**config.mk**
```make
export PLATFORM = sky130hd
export DESIGN_NAME = hazard_ctrl_flat
export DESIGN_NICKNAME = d
export VERILOG_FILES = /design/src/rtl/hazard_pkg.sv /design/src/rtl/hazard_ctrl_if.sv /design/src/rtl/div_stall_fsm.sv /design/src/rtl/hazard_ctrl.sv /design/src/flat_wrapper.sv
export SDC_FILE = /design/constraint.sdc
export NUM_CORES = 1
export LEC_CHECK = 0
export BUFFER_PORTS_ARGS = -buffer_cell sky130_fd_sc_hd__buf_2
export CORE_MARGIN = 2
export CORE_UTILIZATION = 35
export DETAILED_ROUTE_END_ITERATION = 8
export PLACE_DENSITY = 0.77
export SLEW_MARGIN = 25
export SYNTH_ARGS = -nofsm -noshare
export SYNTH_HDL_FRONTEND = slang
export SYNTH_SLANG_ARGS = --single-unit
```
**constraint.sdc**
```tcl
create_clock -name vclk -period 2.6
set_clock_uncertainty 0.15 [all_clocks]
set_input_delay 0.65 -clock vclk [all_inputs]
set_output_delay 0.65 -clock vclk [all_outputs]
set_load 0.03 [all_outputs]
```
**src/rtl/hazard_pkg.sv**
```systemverilog
// ---------------------------------------------------------------------------
// hazard_pkg
// Shared definitions for the pipeline hazard controller:
//   - forwarding mux select encodings (FWD_NONE / FWD_WB / FWD_MEM)
//   - divide sequencer state encoding (IDLE / BUSY)
//   - reg_hit(): register-field match that never matches r0
// ---------------------------------------------------------------------------
package hazard_pkg;

  localparam logic [1:0] FWD_NONE = 2'b00;
  localparam logic [1:0] FWD_WB   = 2'b01;
  localparam logic [1:0] FWD_MEM  = 2'b10;

  typedef enum logic {
    IDLE = 1'b0,
    BUSY = 1'b1
  } div_state_e;

  // r0 is hard-wired zero, so a dependency on it is never a hazard.
  function automatic logic reg_hit(input logic [4:0] a, input logic [4:0] b);
    return (a != 5'd0) && (a == b);
  endfunction

endpackage

```
**src/rtl/hazard_ctrl_if.sv**
```systemverilog
// ---------------------------------------------------------------------------
// hazard_ctrl_if
// Bundle of the datapath-facing signals of the hazard controller.
//   master : datapath side (drives register fields / control bits,
//            receives stall, flush and forward controls)
//   slave  : hazard controller side
// Signals:
//   rsD, rtD, rsE, rtE                 source registers in D / E
//   writeregE/M/W, RegWriteE/M/W       destination and write enable per stage
//   MemtoRegE/M                        load in E / M
//   branchD, redirectD                 branch compare / taken redirect in D
//   divstartE                          divide present in E
//   stallF/D/E, flushD/E/M             pipeline register controls
//   forwardAD/BD, forwardAE/BE         forwarding mux selects
//   divdoneE                           divide result valid this cycle
// ---------------------------------------------------------------------------
interface hazard_ctrl_if;

  logic [4:0] rsD;
  logic [4:0] rtD;
  logic [4:0] rsE;
  logic [4:0] rtE;
  logic [4:0] writeregE;
  logic [4:0] writeregM;
  logic [4:0] writeregW;
  logic       RegWriteE;
  logic       RegWriteM;
  logic       RegWriteW;
  logic       MemtoRegE;
  logic       MemtoRegM;
  logic       branchD;
  logic       redirectD;
  logic       divstartE;

  logic       stallF;
  logic       stallD;
  logic       stallE;
  logic       flushD;
  logic       flushE;
  logic       flushM;
  logic       forwardAD;
  logic       forwardBD;
  logic [1:0] forwardAE;
  logic [1:0] forwardBE;
  logic       divdoneE;

  modport master (
    output rsD, rtD, rsE, rtE, writeregE, writeregM, writeregW,
    output RegWriteE, RegWriteM, RegWriteW, MemtoRegE, MemtoRegM,
    output branchD, redirectD, divstartE,
    input  stallF, stallD, stallE, flushD, flushE, flushM,
    input  forwardAD, forwardBD, forwardAE, forwardBE, divdoneE
  );

  modport slave (
    input  rsD, rtD, rsE, rtE, writeregE, writeregM, writeregW,
    input  RegWriteE, RegWriteM, RegWriteW, MemtoRegE, MemtoRegM,
    input  branchD, redirectD, divstartE,
    output stallF, stallD, stallE, flushD, flushE, flushM,
    output forwardAD, forwardBD, forwardAE, forwardBE, divdoneE
  );

endinterface

```
**src/rtl/div_stall_fsm.sv**
```systemverilog
// ---------------------------------------------------------------------------
// div_stall_fsm
// Tracks occupancy of the execute stage by a multi-cycle divide.
// A divide entering E while IDLE holds E for DIV_CYCLES cycles in total:
// busy for DIV_CYCLES-1 cycles, then one cycle with o_divdone while the
// divide leaves E.
// Ports:
//   i_clk, i_rst_n  core clock, asynchronous active-low reset
//   i_divstart      divide instruction present in E
//   o_divbusy       E occupied by an unfinished divide (drives stalls)
//   o_divdone       divide result valid this cycle
// ---------------------------------------------------------------------------
module div_stall_fsm
  import hazard_pkg::*;
#(
  parameter int DIV_CYCLES = 32
) (
  input  logic i_clk,
  input  logic i_rst_n,
  input  logic i_divstart,
  output logic o_divbusy,
  output logic o_divdone
);

  localparam int CW = ($clog2(DIV_CYCLES) > 5) ? $clog2(DIV_CYCLES) : 5;
  localparam logic [CW-1:0] CNT_LOAD = CW'(DIV_CYCLES - 2);

  div_state_e    r_state;
  logic [CW-1:0] r_cnt;

  // Divide sequencer: load the down-counter on entry, count to zero, return.
  always_ff @(posedge i_clk or negedge i_rst_n) begin
    if (!i_rst_n) begin
      r_state <= IDLE;
      r_cnt   <= {CW{1'b0}};
    end else begin
      case (r_state)
        IDLE: begin
          if (i_divstart) begin
            r_cnt   <= CNT_LOAD;
            r_state <= BUSY;
          end else begin
            r_state <= IDLE;
          end
        end
        BUSY: begin
          // divstart is the same held instruction while BUSY; ignore it.
          if (r_cnt != {CW{1'b0}}) begin
            r_cnt <= r_cnt - CW'(1);
          end else begin
            r_state <= IDLE;
          end
        end
        default: begin
          r_state <= IDLE;
          r_cnt   <= {CW{1'b0}};
        end
      endcase
    end
  end

  // Busy already in the entry cycle so the front end stalls without delay.
  assign o_divbusy = ((r_state == IDLE) && i_divstart) ||
                     ((r_state == BUSY) && (r_cnt != {CW{1'b0}}));
  assign o_divdone = (r_state == BUSY) && (r_cnt == {CW{1'b0}});

endmodule

```
**src/rtl/hazard_ctrl.sv**
```systemverilog
// ---------------------------------------------------------------------------
// hazard_ctrl
// Pipeline hazard controller for the five-stage MIPS core: forwarding
// selects for D and E, load-use and branch stalls, redirect flush, and
// multi-cycle divide occupancy of E.
// Ports:
//   clk    core clock
//   reset  asynchronous active-low reset
//   hz     hazard_ctrl_if.slave (register fields, control bits, controls out)
// Build option:
//   HAZ_DIV_EN  defined   -> multi-cycle divide sequencer (div_stall_fsm)
//               undefined -> single-cycle divide, divdoneE = divstartE
// ---------------------------------------------------------------------------
module hazard_ctrl
  import hazard_pkg::*;
#(
  parameter int DIV_CYCLES = 32
) (
  input  logic          clk,
  input  logic          reset,
  hazard_ctrl_if.slave  hz
);

  logic       w_divbusy;
  logic       w_divdone;
  logic       w_lwstall;
  logic       w_brstall;
  logic       w_stall;
  logic [1:0] w_fwd_ae;
  logic [1:0] w_fwd_be;

`ifdef HAZ_DIV_EN
  div_stall_fsm #(
    .DIV_CYCLES (DIV_CYCLES)
  ) u_div_stall_fsm (
    .i_clk      (clk),
    .i_rst_n    (reset),
    .i_divstart (hz.divstartE),
    .o_divbusy  (w_divbusy),
    .o_divdone  (w_divdone)
  );
`else
  logic w_unused;
  assign w_unused  = &{1'b0, clk, reset, DIV_CYCLES[0]};
  assign w_divbusy = 1'b0;
  assign w_divdone = hz.divstartE;
`endif

  // E-stage forward selects; the younger result in M takes priority over W.
  always_comb begin
    w_fwd_ae = FWD_NONE;
    w_fwd_be = FWD_NONE;
    if (reg_hit(hz.rsE, hz.writeregM) && hz.RegWriteM) begin
      w_fwd_ae = FWD_MEM;
    end else if (reg_hit(hz.rsE, hz.writeregW) && hz.RegWriteW) begin
      w_fwd_ae = FWD_WB;
    end else begin
      w_fwd_ae = FWD_NONE;
    end
    if (reg_hit(hz.rtE, hz.writeregM) && hz.RegWriteM) begin
      w_fwd_be = FWD_MEM;
    end else if (reg_hit(hz.rtE, hz.writeregW) && hz.RegWriteW) begin
      w_fwd_be = FWD_WB;
    end else begin
      w_fwd_be = FWD_NONE;
    end
  end

  // Load-use and branch-operand hazards on the instruction in D.
  always_comb begin
    w_lwstall = hz.MemtoRegE &&
                (reg_hit(hz.rsD, hz.writeregE) || reg_hit(hz.rtD, hz.writeregE));
    // Branch compares in D: a result still in E, or a load still in M,
    // cannot be forwarded in time.
    w_brstall = hz.branchD &&
                ((hz.RegWriteE &&
                  (reg_hit(hz.rsD, hz.writeregE) || reg_hit(hz.rtD, hz.writeregE))) ||
                 (hz.MemtoRegM &&
                  (reg_hit(hz.rsD, hz.writeregM) || reg_hit(hz.rtD, hz.writeregM))));
    w_stall   = w_lwstall || w_brstall || w_divbusy;
  end

  assign hz.forwardAE = w_fwd_ae;
  assign hz.forwardBE = w_fwd_be;
  assign hz.forwardAD = reg_hit(hz.rsD, hz.writeregM) && hz.RegWriteM;
  assign hz.forwardBD = reg_hit(hz.rtD, hz.writeregM) && hz.RegWriteM;

  assign hz.stallF   = w_stall;
  assign hz.stallD   = w_stall;
  assign hz.stallE   = w_divbusy;
  // While a divide holds E the D/E register is frozen, so no bubble there;
  // the bubble goes into E/M instead.
  assign hz.flushE   = (w_lwstall || w_brstall) && !w_divbusy;
  assign hz.flushM   = w_divbusy;
  // A redirect seen under stall is re-presented next cycle, so drop it now.
  assign hz.flushD   = hz.redirectD && !w_stall;
  assign hz.divdoneE = w_divdone;

endmodule

```
**src/flat_wrapper.sv**
```systemverilog
// flat-port wrapper written by rule: the top's interface ports become plain ports
module hazard_ctrl_flat import hazard_pkg::*;
#(
  parameter int DIV_CYCLES = 32
)
  (clk, reset, hz_rsD, hz_rtD, hz_rsE, hz_rtE, hz_writeregE, hz_writeregM, hz_writeregW, hz_RegWriteE, hz_RegWriteM, hz_RegWriteW, hz_MemtoRegE, hz_MemtoRegM, hz_branchD, hz_redirectD, hz_divstartE, hz_stallF, hz_stallD, hz_stallE, hz_flushD, hz_flushE, hz_flushM, hz_forwardAD, hz_forwardBD, hz_forwardAE, hz_forwardBE, hz_divdoneE);
  hazard_ctrl_if hz_i ();
  input  logic clk;
  input  logic reset;
  input wire logic [$bits(hz_i.rsD)-1:0] hz_rsD;
  input wire logic [$bits(hz_i.rtD)-1:0] hz_rtD;
  input wire logic [$bits(hz_i.rsE)-1:0] hz_rsE;
  input wire logic [$bits(hz_i.rtE)-1:0] hz_rtE;
  input wire logic [$bits(hz_i.writeregE)-1:0] hz_writeregE;
  input wire logic [$bits(hz_i.writeregM)-1:0] hz_writeregM;
  input wire logic [$bits(hz_i.writeregW)-1:0] hz_writeregW;
  input wire logic [$bits(hz_i.RegWriteE)-1:0] hz_RegWriteE;
  input wire logic [$bits(hz_i.RegWriteM)-1:0] hz_RegWriteM;
  input wire logic [$bits(hz_i.RegWriteW)-1:0] hz_RegWriteW;
  input wire logic [$bits(hz_i.MemtoRegE)-1:0] hz_MemtoRegE;
  input wire logic [$bits(hz_i.MemtoRegM)-1:0] hz_MemtoRegM;
  input wire logic [$bits(hz_i.branchD)-1:0] hz_branchD;
  input wire logic [$bits(hz_i.redirectD)-1:0] hz_redirectD;
  input wire logic [$bits(hz_i.divstartE)-1:0] hz_divstartE;
  output wire logic [$bits(hz_i.stallF)-1:0] hz_stallF;
  output wire logic [$bits(hz_i.stallD)-1:0] hz_stallD;
  output wire logic [$bits(hz_i.stallE)-1:0] hz_stallE;
  output wire logic [$bits(hz_i.flushD)-1:0] hz_flushD;
  output wire logic [$bits(hz_i.flushE)-1:0] hz_flushE;
  output wire logic [$bits(hz_i.flushM)-1:0] hz_flushM;
  output wire logic [$bits(hz_i.forwardAD)-1:0] hz_forwardAD;
  output wire logic [$bits(hz_i.forwardBD)-1:0] hz_forwardBD;
  output wire logic [$bits(hz_i.forwardAE)-1:0] hz_forwardAE;
  output wire logic [$bits(hz_i.forwardBE)-1:0] hz_forwardBE;
  output wire logic [$bits(hz_i.divdoneE)-1:0] hz_divdoneE;
  assign hz_i.rsD = hz_rsD;
  assign hz_i.rtD = hz_rtD;
  assign hz_i.rsE = hz_rsE;
  assign hz_i.rtE = hz_rtE;
  assign hz_i.writeregE = hz_writeregE;
  assign hz_i.writeregM = hz_writeregM;
  assign hz_i.writeregW = hz_writeregW;
  assign hz_i.RegWriteE = hz_RegWriteE;
  assign hz_i.RegWriteM = hz_RegWriteM;
  assign hz_i.RegWriteW = hz_RegWriteW;
  assign hz_i.MemtoRegE = hz_MemtoRegE;
  assign hz_i.MemtoRegM = hz_MemtoRegM;
  assign hz_i.branchD = hz_branchD;
  assign hz_i.redirectD = hz_redirectD;
  assign hz_i.divstartE = hz_divstartE;
  assign hz_stallF = hz_i.stallF;
  assign hz_stallD = hz_i.stallD;
  assign hz_stallE = hz_i.stallE;
  assign hz_flushD = hz_i.flushD;
  assign hz_flushE = hz_i.flushE;
  assign hz_flushM = hz_i.flushM;
  assign hz_forwardAD = hz_i.forwardAD;
  assign hz_forwardBD = hz_i.forwardBD;
  assign hz_forwardAE = hz_i.forwardAE;
  assign hz_forwardBE = hz_i.forwardBE;
  assign hz_divdoneE = hz_i.divdoneE;
  hazard_ctrl #(.DIV_CYCLES(DIV_CYCLES)) u_core (.clk(clk), .reset(reset), .hz(hz_i));
endmodule
```
# == Yosys cells after proc, flatten, opt, wreduce, memory -nomap -nowiden ==
# Cells that the tools add are included.
# classes
bitwise,0
addsub,0
n_reduce_logical,28
n_mul,0
muxes,4
div_mod_pow,0
shift,0
eq_ne,8
order_cmp,0
# ops
op,n
equality test 5 bit,8
nonzero test 5 bit,4
logical AND 1 bit,19
logical OR 1 bit,4
2-to-1 mux 2 bit,2
2-to-1 mux 1 bit,2
zero test 1 bit,1
# word_totals
latch_bits,0
n_memories,0
word_cells,40
out_inout_bits,13
mem_bits_rw,0
input_bits,45
regBits,0
romBits,0

# == Depth between registers and ports, before layout ==
# depth
word_depth,9
mapped_depth,6
mapped_depth_nobuf,5

# == Least setup slack after synthesis ==
# Ideal clock, no wire load.
# synth_timing
kind,input-to-output
startpoint,in hz_writeregE[4]
endpoint,out hz_stallD
path_slack_ps,-514
arrival_ps,2314
t_required_ps,1800
path_stages,6
path_buffers,1
cell_sequence,xnor2_1 -> nand3_1 -> nor4_1 -> a31oi_2 -> o21ai_0 -> buf_4
# synth_via
elab_chain_len,7
word_cells_on_any_way,10
classes_between,eq/ne: 2; reduce/logical: 8
# synth_rtl
element,line_no,text
"start, declared",flat_wrapper.sv:14,input wire logic [$bits(hz_i.writeregE)-1:0] hz_writeregE;
equality test 5 bit,hazard_pkg.sv:21,return (a != 5'd0) && (a == b);
logical AND 1 bit,hazard_pkg.sv:21,
logical OR 1 bit *,"hazard_ctrl.sv:72, hazard_ctrl.sv:77",
logical AND 1 bit,hazard_ctrl.sv:76,((hz.RegWriteE &&
logical OR 1 bit,hazard_ctrl.sv:77,"(reg_hit(hz.rsD, hz.writeregE) || reg_hit(hz.rtD, hz.writeregE))) ||"
logical AND 1 bit,hazard_ctrl.sv:75,w_brstall = hz.branchD &&
logical OR 1 bit *,-,
"end, declared",flat_wrapper.sv:26,output wire logic [$bits(hz_i.stallD)-1:0] hz_stallD;
# Mark *: on every way between the ends. The rest lies on a longest branch, timed or not.

# == Final worst setup path ==
# layout_timing
startpoint,in hz_rtD[0]
endpoint,out hz_flushE
# layout_via
elab_chain_len,7
word_cells_on_any_way,13
classes_between,eq/ne: 2; reduce/logical: 11
# layout_rtl
element,line_no,text
"start, declared",flat_wrapper.sv:11,input wire logic [$bits(hz_i.rtD)-1:0] hz_rtD;
equality test 5 bit / nonzero test 5 bit (equally long branches),hazard_pkg.sv:21,
logical AND 1 bit,hazard_pkg.sv:21,
logical OR 1 bit (on tied branches),"hazard_ctrl.sv:72, hazard_ctrl.sv:77, hazard_ctrl.sv:79",
logical AND 1 bit (on tied branches),"hazard_ctrl.sv:76, hazard_ctrl.sv:78",
logical OR 1 bit,hazard_ctrl.sv:77,
logical AND 1 bit,hazard_ctrl.sv:75,
logical OR 1 bit *,hazard_ctrl.sv:93,assign hz.flushE = (w_lwstall || w_brstall) && !w_divbusy;
"end, declared",flat_wrapper.sv:29,output wire logic [$bits(hz_i.flushE)-1:0] hz_flushE;
# Marked as above.

==> results.md <==
- Final worst slack: -0.252 ns
- Critical path type: in -> out
- Layout cells sized above 1: between 60 and 70%
- Seq/Total Area, Yosys: 0%
- CP startpoint kind: input port
- Layout Nets: around 200
- Initial antenna violation count: 0
- Main area contributors after synthesis: xnor2_1 (34%), xor2_1 (23%), buf_4 (6.1%)
- Die Ht: 46.0 um
- Initial core utilization: 36.6%
- Via count: about 880
- # Max-Cap Violations: 0
- CP Max Fanout: 3
- Clock buffer count: 0
- Area grow syn2layout: 119%
- Synth Cell Area: 618 um2
- I/O Buffers: 52
- Final core utilization: 80.1%
- Die area: 0.00212 mm2
- RSZ-0062 raised after global routing: yes
- Seq Cell Count: 0
- Hold WC Path Type: in -> out
- Fin cells: 172
- Synth area leader: xnor2_1
- Mapped Cells: 80
- Final setup fails: 7
- Register area: 0 um2
- Pwr/cell area: roughly 170 mW/mm2
- Final Hold Fails: 0
- Top post-synthesis cells by count: xnor2_1 (24), xor2_1 (16), buf_4 (5)
- GPL Wtd Cong: between 0.8 and 0.9
- Die width: 46.0 um
- Tcrit/Tclk final: 110%
- Static leakage: 0.000603 uW
- Worst EP arrival: about 2 ns
- Drt pass-1 iters: 2
- Max rail drop VDD: 0.0936 mV
- Critical path data required time: 1.80 ns
- Count of cell types in the netlist: 20
- Total GRT Usage: 21.8%
- Vias per inst: 5.10
- Final HPWL DP: 1.91 mm
- Iteration-0 DRC Markers: 2
- Final ANT Viol Nets: 0
- Most numerous cell in the Yosys netlist: xnor2_1
- YS warnings: 0
- First-pass GRT wire length: 3.46 mm
- Highest clock rate: 351 MHz
- Rows: 15
- Dpl cells: 171
- Remaining global-route overflow: 0
- Crit. End Element: output pin
- DRC viols: 0
- Minimum clock period: around 2.9 ns
- Vias in the first global route: 850
- Antenna diodes: 0
- Post-synth top area share: about a third
- Final wirelength: 2.37 mm
- Largest net degree at the start of global routing: 5
- Failing checks: negative setup slack
- Core area: roughly 0.0017 mm2
- IO Count: 58
- Status: finished with violations
- WL/cell: 13.8 um
- Final slew viol count: 0
- Average cell area after synthesis: between 7 and 8 um2
[placed cells by master (no fill, tap or decap)]
cell type  count
nor4_2         1
o21ai_4        1
and2_4         1
nand2_1        3
buf_2         34
nor2_1         2
conb_1         2
and2_1         1
nor3_1         3
nor2_4         3
buf_4         25
nor4_4         5
xnor2_2        6
and4_1         1
buf_6         19
buf_8          1
o211ai_2       1
or4_4          3
nand3_1        2
a21oi_1        1
a31oi_2        1
o211a_4        1
xor2_1        16
xnor2_1       18
nand4_1        4
[per-layer routing]
layer / GRT usage [%] / vias to the layer above / share of wire [%]
met5: 0 / - / 0
met4: 3.43 / 0 / 1.4
met3: 0.794 / 4 / 5.0
met2: 43.3 / 38 / 58
met1: 25.2 / 411 / 36
li1: - / 425 / -
[critical path, stage by stage]
cell,delay (ns)
buf_6,0.09
or4_4,0.54
nor2_4,0.14
nor4_4,0.07
o211ai_2,0.18
buf_4,0.15
o21ai_4,0.06
buf_4,0.18
[cell families after synthesis]
group	Yosys count	synth area share (%)
xor+xnor	40	56.7
buf+inv	5	6.07
simple gates	29	29.3
other cells	1	0.607
compound gates	5	7.29
[worst paths after layout]
kind	from	endpoint	slack (ns)	cells after the start
max	hz_rtD[0]	hz_flushE	-0.25	8
min	hz_divstartE	hz_divdoneE	1.15	0
[final cells by class]
cell class,instances,area (um2)
multi-input combinational,76,746
timing repair buffer,79,587
fill,102,335
tap,17,21.3
[report_power, final]
group,switching (uW),internal (uW)
clock,0,0
combinational,108,121
sequential,0,0
[timing repair]
action / CTS / global route
pin swaps: 8 / 6
hold buffers: 0 / 0
buffers inserted: 0 / 1
endpoints found under the hold margin: 0 / 0
endpoints found under the setup margin: 9 / 9
gates resized for setup: 28 / 17
[stage by stage]
stage          power [uW]  TNS [ns]  setup slack [ns]  hold WS, ns  area, um2
2_1_floorplan         101    -0.367           -0.0913         1.28        709
3_3_place_gp          186     -1.37            -0.265         1.15       1150
3_5_place_dp          193     -1.51            -0.278         1.15       1150
4_1_cts               216     -1.05            -0.236         1.15       1280
5_1_grt               245     -1.66            -0.323         1.15       1350
6_report              229     -1.19            -0.252         1.15       1350
Note: power is estimated with default switching activity, not from simulation.
